File: src/rtl/modexp_arbiter.sv
// Round-robin arbiter/sequencer sharing one modular-exponentiation engine
// between two requesters, with a BUSY watchdog and modulus-0 rejection.
module modexp_arbiter #(
  parameter int WIDTH   = 32,
  parameter int TIMEOUT = 4096,
  parameter int CNT_W   = 16
) (
  input  logic             clk,
  input  logic             rstn,
  input  logic [1:0]       req,
  input  logic [WIDTH-1:0] base0,
  input  logic [WIDTH-1:0] exp0,
  input  logic [WIDTH-1:0] mod0,
  input  logic [WIDTH-1:0] base1,
  input  logic [WIDTH-1:0] exp1,
  input  logic [WIDTH-1:0] mod1,
  output logic [1:0]       rsp_done,
  output logic [WIDTH-1:0] rsp_data,
  output logic             rsp_err,
  output logic             busy,
  output logic             eng_start,
  output logic [WIDTH-1:0] eng_base,
  output logic [WIDTH-1:0] eng_exp,
  output logic [WIDTH-1:0] eng_mod,
  input  logic             eng_end,
  input  logic [WIDTH-1:0] eng_r
);

  typedef enum logic [1:0] {
    IDLE   = 2'd0,
    LAUNCH = 2'd1,
    BUSY   = 2'd2,
    RESP   = 2'd3
  } state_t;

  localparam logic [CNT_W-1:0] WDOG_LAST = CNT_W'(TIMEOUT - 1);
  localparam logic [CNT_W-1:0] WDOG_ONE  = {{(CNT_W-1){1'b0}}, 1'b1};
  localparam logic [WIDTH-1:0] ZERO_W    = {WIDTH{1'b0}};

  state_t           state_r;
  logic             last_grant_r;
  logic             gnt_r;
  logic [CNT_W-1:0] wdog_r;

  logic             grant_valid_s;
  logic             grant_sel_s;
  logic [WIDTH-1:0] sel_base_s;
  logic [WIDTH-1:0] sel_exp_s;
  logic [WIDTH-1:0] sel_mod_s;

  // Pick the winner: a lone requester wins, a tie goes to the one not served last.
  always_comb begin
    grant_valid_s = 1'b0;
    grant_sel_s   = 1'b0;
    case (req)
      2'b01: begin
        grant_valid_s = 1'b1;
        grant_sel_s   = 1'b0;
      end
      2'b10: begin
        grant_valid_s = 1'b1;
        grant_sel_s   = 1'b1;
      end
      2'b11: begin
        grant_valid_s = 1'b1;
        grant_sel_s   = ~last_grant_r;
      end
      default: begin
        grant_valid_s = 1'b0;
        grant_sel_s   = 1'b0;
      end
    endcase
    if (grant_sel_s) begin
      sel_base_s = base1;
      sel_exp_s  = exp1;
      sel_mod_s  = mod1;
    end else begin
      sel_base_s = base0;
      sel_exp_s  = exp0;
      sel_mod_s  = mod0;
    end
  end

  // Sequencer FSM with all outputs registered.
  always_ff @(posedge clk or negedge rstn) begin
    if (!rstn) begin
      state_r      <= IDLE;
      last_grant_r <= 1'b1;
      gnt_r        <= 1'b0;
      wdog_r       <= {CNT_W{1'b0}};
      rsp_done     <= 2'b00;
      rsp_data     <= ZERO_W;
      rsp_err      <= 1'b0;
      busy         <= 1'b0;
      eng_start    <= 1'b0;
      eng_base     <= ZERO_W;
      eng_exp      <= ZERO_W;
      eng_mod      <= ZERO_W;
    end else begin
      case (state_r)
        IDLE: begin
          rsp_done  <= 2'b00;
          rsp_data  <= ZERO_W;
          rsp_err   <= 1'b0;
          eng_start <= 1'b0;
          if (grant_valid_s) begin
            eng_base     <= sel_base_s;
            eng_exp      <= sel_exp_s;
            eng_mod      <= sel_mod_s;
            gnt_r        <= grant_sel_s;
            last_grant_r <= grant_sel_s;
            busy         <= 1'b1;
            // A zero modulus is answered immediately without touching the engine.
            if (sel_mod_s == ZERO_W) begin
              state_r  <= RESP;
              rsp_done <= grant_sel_s ? 2'b10 : 2'b01;
              rsp_err  <= 1'b1;
            end else begin
              state_r   <= LAUNCH;
              eng_start <= 1'b1;
            end
          end else begin
            busy <= 1'b0;
          end
        end
        LAUNCH: begin
          eng_start <= 1'b0;
          wdog_r    <= {CNT_W{1'b0}};
          state_r   <= BUSY;
        end
        BUSY: begin
          wdog_r <= wdog_r + WDOG_ONE;
          if (eng_end) begin
            rsp_data <= eng_r;
            rsp_err  <= 1'b0;
            rsp_done <= gnt_r ? 2'b10 : 2'b01;
            state_r  <= RESP;
          end else if (wdog_r == WDOG_LAST) begin
            rsp_data <= ZERO_W;
            rsp_err  <= 1'b1;
            rsp_done <= gnt_r ? 2'b10 : 2'b01;
            state_r  <= RESP;
          end else begin
            state_r <= BUSY;
          end
        end
        RESP: begin
          rsp_done <= 2'b00;
          rsp_data <= ZERO_W;
          rsp_err  <= 1'b0;
          busy     <= 1'b0;
          state_r  <= IDLE;
        end
        default: begin
          rsp_done  <= 2'b00;
          rsp_data  <= ZERO_W;
          rsp_err   <= 1'b0;
          busy      <= 1'b0;
          eng_start <= 1'b0;
          state_r   <= IDLE;
        end
      endcase
    end
  end

endmodule

File: config.mk
export PLATFORM = sky130hd
export DESIGN_NAME = modexp_arbiter
export DESIGN_NICKNAME = d
export VERILOG_FILES = /design/src/rtl/modexp_arbiter.sv
export SDC_FILE = /design/constraint.sdc
export NUM_CORES = 1
export LEC_CHECK = 0
export CAP_MARGIN = 20
export CELL_PAD_IN_SITES_DETAIL_PLACEMENT = 0
export CELL_PAD_IN_SITES_GLOBAL_PLACEMENT = 1
export CORE_ASPECT_RATIO = 1.75
export CORE_MARGIN = 2
export CORE_UTILIZATION = 32
export DETAILED_ROUTE_END_ITERATION = 10
export PLACE_DENSITY = 0.83
export SYNTH_ARGS = -nofsm -noshare
export SYNTH_HDL_FRONTEND = slang
export SYNTH_SLANG_ARGS = --single-unit
File: constraint.sdc
create_clock -name clk -period 4.7 [get_ports clk]
set_input_delay 0.47 -clock clk [delete_from_list [all_inputs] [get_ports clk]]
set_output_delay 0.47 -clock clk [all_outputs]
set_load 0.005 [all_outputs]
==> impl_metrics.py, run 1 <==
metrics = {
    "timing": {
        "drv_slew": 0,
        "finalSetupViolations": 0,
        "skew_ps": 9.366,
        "worst_pin_slew_ps": 1072,
        "setup_ws_ps": 1877,
        "hold_viol": 0,
        "fmax_mhz": 354.2,
        "totalNegativeSetupSlack_ps": 0,
        "relSlewSlack": 0.2834,
        "grt_setup_unrepaired": "false",
        "layout_min_cycle_time_ps": 2823,
        "period_share": 0.6006,
    },
    "cells_and_area": {
        "layout.nets": 1302,
        "utilization": 0.5208,
        "drive_gt1_frac": 0.05097,
        "area_growth_pct": 60.94,
    },
    "synthesis": {
        "synth_edf_count": 0,
        "synth_top_area_cell": "dfrtp_1",
        "yosys_register_bits": 153,
        "async_reset_ff_frac": 1.000,
        "synth.yosys.seq_area_share": 0.5246,
        "ys.flop_type": "dfrtp_1",
        "yosys_warnings": 0,
        "syn-instance-count": 733,
        "avgSynthCellArea_um2": 9.960,
        "synth_area_um2": 7301,
        "syn-num-nets": 968,
        "synth_cell_types": 47,
        "synthTopCellsByArea": "dfrtp_1 52%, mux2i_1 14%, nand2_1 7.1%",
        "synth_top_area_frac": 0.5210,
    },
    "worst_setup_path": {
        "arrival_ps": 3160,
        "r2r_setup_slack_ps": 1880,
        "r2r_start": "state_r[0]",
        "critPathLaunchType": "register",
        "r2r_cells": 7,
        "cp-end-kind": "register",
        "critical_path_class": "reg2reg",
        "r2r_end": "wdog_r[12]",
        "critical_path_required_ps": 5040,
        "path_max_fanout": 22,
    },
    "power": {
        "finalPower_w": 0.006252,
        "power.switching_w": 0.002142,
        "pwr-share-seq": 0.338,
        "powerDensity_nw_per_um2": 532.1,
        "ir_worst_vdd_uv": 420.3,
        "p_int_w": 0.004110,
        "clkPwrFrac": 0.233,
        "power.leakage_nw": 5.062,
        "switching_share": 0.3426,
        "p_comb_frac": 0.428,
    },
    "grt": {
        "first_global_vias": 6681,
        "grt_max_degree": 193,
        "grtUsageTotal": 0.2075,
        "antenna_found_initial": 2,
        "grt_overflow": 0,
        "grt_pass1_wl_um": 38500,
    },
    "route": {
        "vias": 6694,
        "avgRoutedWirePerCell_um": 18.38,
        "drt_iter0_drc": 356,
        "drt_first_pass_iters": 5,
        "routed_wl_um": 25370,
        "viasPerCell": 4.851,
        "ant_nets": 0,
        "post-route-drc-count": 0,
    },
    "clocking": {
        "cts.sinks": 153,
        "postCtsSetupBuffers": 0,
        "postCtsResizedCells": 0,
        "htree_levels": 4,
        "cts_hold_buf": 0,
        "path_clk_slew_ps": 60,
        "numCtsBuffers": 17,
        "clock_latency_ps": 420,
        "root_buffer": "clkbuf_16",
        "cts_tree": "done",
        "cts_buffer_depth": 2,
    },
    "die": {
        "die_y_um": 203.8,
        "die_area_um2": 24090,
        "coreArea_um2": 22560,
        "row_count": 73,
        "initial_utilization": 0.3236,
        "die_x_um": 118.2,
        "pin_count": 362,
    },
    "place": {
        "dpl_worst_slack_ps": 1797,
        "hpwl_um": 19200,
        "io_buffers": 361,
        "gp_congestion": 0.8185,
    },
    "hold_path": {
        "hold_path.class": "in2async",
    },
    "run": {
        "max-cap-violations": 0,
    },
    "run_status": {
        "status": "complete, no violations",
    },
}
[metal layers]
layer,vias to the layer above,GRT usage,part of all wire
met1,3165,0.2264,0.37
met3,38,0.06390,0.066
met2,240,0.3745,0.53
met5,-,0,0.00059
met4,2,0.07788,0.027
li1,3249,-,-
[critical path, stage by stage, from the launching register on]
cell and delay [ps]:
dfrtp_1 440, inv_1 90, ha_1 770, buf_4 380, nand2_1 120, or3_1 450, or3_1 340, a21oi_1 140
[sequential cells by signal (all words and copies together) (netlist names)]
register and cells:
eng_exp 32, rsp_done 2, wdog_r 16, eng_mod 32, last_grant_r 1, state_r 2, rsp_err 1, eng_base 32
rsp_data 32, eng_start 1, gnt_r 1, busy 1
[power by group through the flow]
stage | Clock, W | Sequential, W | Combinational [W]
2_1_floorplan | 0 | 0.00214 | 0.00114
3_3_place_gp | 0 | 0.00212 | 0.00269
3_5_place_dp | 0 | 0.00214 | 0.00272
4_1_cts | 0.00149 | 0.00212 | 0.00272
5_1_grt | 0.00155 | 0.00218 | 0.00292
6_report | 0.00146 | 0.00212 | 0.00268
[per-stage QoR]
stage | cell area, um^2 | instances | hold WS, ps
after global routing | 11750 | 1380 | 137.9
after CTS | 11750 | 1379 | 115.2
after global placement | 11130 | 1348 | 461.0
final | 11750 | 1380 | 77.10
after detailed placement | 11130 | 1348 | 468.2
after floorplan | 7301 | 733 | 174.4
[cell usage after synthesis, types with 3 or more instances]
| master | n |
|---|---|
| nand4_1 | 38 |
| xor2_1 | 5 |
| mux2i_1 | 99 |
| o21ai_2 | 4 |
| o21ai_0 | 75 |
| nand2b_1 | 3 |
| dfrtp_1 | 152 |
| clkbuf_1 | 36 |
| o31ai_1 | 3 |
| xnor2_1 | 4 |
| and4_1 | 3 |
| ha_1 | 6 |
| inv_1 | 12 |
| nand2_1 | 138 |
| or3_1 | 3 |
| nor3_1 | 5 |
| a21oi_1 | 5 |
| o21ai_1 | 56 |
| nor4_1 | 14 |
| buf_6 | 6 |
| buf_2 | 10 |
| nor2_1 | 20 |
| nand3_1 | 8 |
[cells in the final DEF, fill, tap and decap left out, types with 4 or more instances in the layout]
master	instances
a21oi_1	5
buf_4	9
bufinv_16	4
clkbuf_16	17
clkdlybuf4s50_1	360
clkinv_2	4
clkinv_4	4
dfrtp_1	152
ha_1	6
inv_1	12
mux2i_1	99
nand2_1	138
nand3_1	8
nand4_1	38
nor2_1	19
nor3_1	5
nor4_1	14
o21ai_0	75
o21ai_1	55
o21ai_2	4
xnor2_1	4
xor2_1	5
[cell families (layout without fill, tap and decap cells)]
kind of cell / after synthesis / after routing / synth area share
mux: 99 / 99 / 0.1357
xor+xnor: 9 / 9 / 0.01080
other cells: 0 / 1 / 0
fa+ha+maj: 6 / 6 / 0.01028
flops: 153 / 153 / 0.5246
simple gates: 240 / 240 / 0.1541
buf+inv: 68 / 414 / 0.04387
compound gates: 158 / 158 / 0.1207
[area by class of cell]
type	count	area, um^2
clock buffer	19	442.9
multi-input combinational	512	3177
timing repair buffer	371	3702
tap	300	375.4
antenna	1	2.502
inverter	12	45.04
sequential	153	3830
clock inverter	12	175.2
fill	2099	10810
[worst max path at each step]
stage,endpoint,from
6_report,wdog_r[12],state_r[0]
5_1_grt,wdog_r[12],state_r[0]
3_5_place_dp,state_r[1],req[1]
3_3_place_gp,state_r[1],req[1]
2_1_floorplan,wdog_r[12],state_r[0]
4_1_cts,wdog_r[12],state_r[0]
Note: power is estimated with default switching activity, not from simulation.
==> run 2: changes to the inputs <==
Settings changed: CORE_UTILIZATION 32 to 27, PLACE_DENSITY 0.83 to 0.74.
Clock period 4.7 ns to 2.27 ns, I/O delays scaled along.
==> run 2 against run 1 <==
  * Combinational power grew 120%
  * Largest power group unchanged
  * Critical path type unchanged
  * Non-clock buffer count grew 26
  * Critical endpoint is now rsp_err
  * Highest routed layer is now met4
  * Sequential power grew 110%
  * Hold slack gained 200 ps
  * Core utilization shrank 6.7 points
==> impl_metrics.py, run 2 (same netlist as run 1, synthesis figures left out) <==
metrics = {
    "cells_and_area": {
        "n_fill_cell": 2549,
        "area_growth_pct": 65.45,
        "fin_cells": 1432,
        "drive_gt1_frac": 0.07143,
        "layout.nets": 1328,
        "final_common_cell": "clkdlybuf4s50_1",
        "final_cell_mix": "360 x clkdlybuf4s50_1, 152 x dfrtp_1, 138 x nand2_1",
        "multi_input_area_um2": 3177,
        "regArea_um2": 3830,
    },
    "die": {
        "initial_utilization": 0.2746,
        "die_area_um2": 28420,
        "pin_count": 362,
        "die_y_um": 221.5,
        "coreArea_um2": 26590,
        "die_x_um": 128.3,
        "row_count": 79,
    },
    "power": {
        "powerDensity_nw_per_um2": 1097,
        "power.leakage_nw": 5.217,
        "ir_worst_vdd_uv": 555.7,
    },
    "route": {
        "drt_iter0_drc": 283,
        "routed_wl_um": 26280,
        "viasPerCell": 4.722,
        "ant_nets": 0,
        "drt_first_pass_iters": 4,
        "avgRoutedWirePerCell_um": 18.35,
        "post-route-drc-count": 0,
        "vias": 6762,
    },
    "place": {
        "gp_congestion": 0.8309,
        "hpwl_um": 20410,
        "io_buffers": 361,
        "dp_cells": 1397,
    },
    "clocking": {
        "clock_latency_ps": 440,
        "numCtsBuffers": 17,
        "postCtsResizedCells": 0,
        "cts_buffer_depth": 2,
        "cts_tree": "done",
        "path_clk_slew_ps": 60,
        "postCtsSetupBuffers": 0,
        "htree_levels": 4,
        "root_buffer": "clkbuf_16",
        "cts.sinks": 153,
    },
    "worst_setup_path": {
        "critical_path_required_ps": 2590,
        "critPathLaunchType": "register",
        "critical_path.cell_chain": "and4_1 -> and3_1 -> a21oi_4 -> nor2_4 -> o22a_1",
        "cp-end-kind": "register",
        "slowest_delay_ps": 820,
        "arrival_ps": 2460,
        "critical_path_class": "reg2reg",
        "cp_slowest_cell": "a21oi_4",
        "path_max_fanout": 34,
    },
    "timing": {
        "totalNegativeSetupSlack_ps": 0,
        "period_share": 0.9400,
        "worst_pin_slew_ps": 1048,
        "hold_viol": 0,
        "finalSetupViolations": 0,
        "relSlewSlack": 0.2997,
        "drv_slew": 0,
        "grt_setup_unrepaired": "false",
        "skew_ps": 8.235,
        "fmax_mhz": 468.6,
        "layout_min_cycle_time_ps": 2134,
    },
    "grt": {
        "grt_pass1_wl_um": 39680,
        "grt_overflow": 0,
        "grt_max_degree": 52,
        "antenna_found_initial": 1,
        "first_global_vias": 6769,
        "grtUsageTotal": 0.1844,
    },
    "run": {
        "max-cap-violations": 0,
    },
    "run_status": {
        "status": "complete, no violations",
    },
    "hold_path": {
        "hold_path.class": "in2async",
    },
}
run 2: cell types whose count changed in the layout (fill, tap and decap cells not counted):
cell,delta
bufinv_16,-2
buf_12,+9
clkinv_2,-2
diode_2,+1
clkinvlp_4,+2
clkbuf_1,+2
buf_4,+16
dlygate4sd3_1,+1
clkbuf_8,+5
clkinv_4,-4
run 2: through the flow:
stage / hold slack (ps) / setup slack [ps] / power, W / cell area (um^2) / util
floorplan: -68.59 / 391.3 / 0.006799 / 7301 / -
global placement: 191.2 / 59.39 / 0.01038 / 11460 / 0.4310
detailed placement: 184.5 / 57.66 / 0.01047 / 11460 / 0.4310
CTS: 283.3 / 130.9 / 0.01346 / 12070 / 0.4541
global route: 317.2 / 12.64 / 0.01413 / 12080 / 0.4542
finish: 281.1 / 136.2 / 0.01325 / 12080 / 0.4543
run 2: cell type report:
| class | instances | area share |
|---|---|---|
| flip-flops and latches | 153 | 0.3171 |
| diodes | 2 | 0.0004143 |
| well taps | 324 | 0.03356 |
| clock inverters | 6 | 0.007044 |
| inverters | 12 | 0.003729 |
| multi-input cells | 512 | 0.2630 |
| repair buffers | 397 | 0.3322 |
| clock buffers | 26 | 0.04299 |
run 2: per-layer routing:
layer | track usage | up-vias | share of wire | wire [um]
met5 | 0 | - | 0 | 0
met4 | 0.07125 | 0 | 0.024 | 631
met3 | 0.04706 | 38 | 0.072 | 1890
met2 | 0.3344 | 249 | 0.53 | 13860
met1 | 0.2025 | 3169 | 0.38 | 9894
li1 | - | 3306 | - | -
run 2: report_power, final:
part | leakage, nW | switching, W | internal, W | total (W)
combinational | 2.96 | 0.00283 | 0.00315 | 0.00598
sequential | 1.96 | 0.000565 | 0.00378 | 0.00435
clock | 0.293 | 0.00114 | 0.00179 | 0.00293
total | 5.22 | 0.00453 | 0.00872 | 0.0133
run 2: worst paths after layout:
path,slack (ps),from,endpoint,depth (start not counted)
max,140,wdog_r[7],rsp_err,5
min reg2reg,480,eng_base[21],eng_base[21],2
max reg2reg,140,wdog_r[7],rsp_err,5
min,280,rstn,eng_exp[25],2
min in group clk,360,eng_r[21],rsp_data[21],3
max in group asynchronous,1220,rstn,rsp_data[7],3
run 2: what timing repair did:
item / in CTS / in global routing
hold buffers: 1 / 0
hold endpoints to repair: 36 / 0
endpoints found under the setup margin: 0 / 0
run 2: critical path: cells and delay by family (launching register included):
family,cells,cell delay (ps)
AO/OA/AOI/OAI,2,1050
AND/OR/NAND/NOR,3,540
flip-flops,1,410
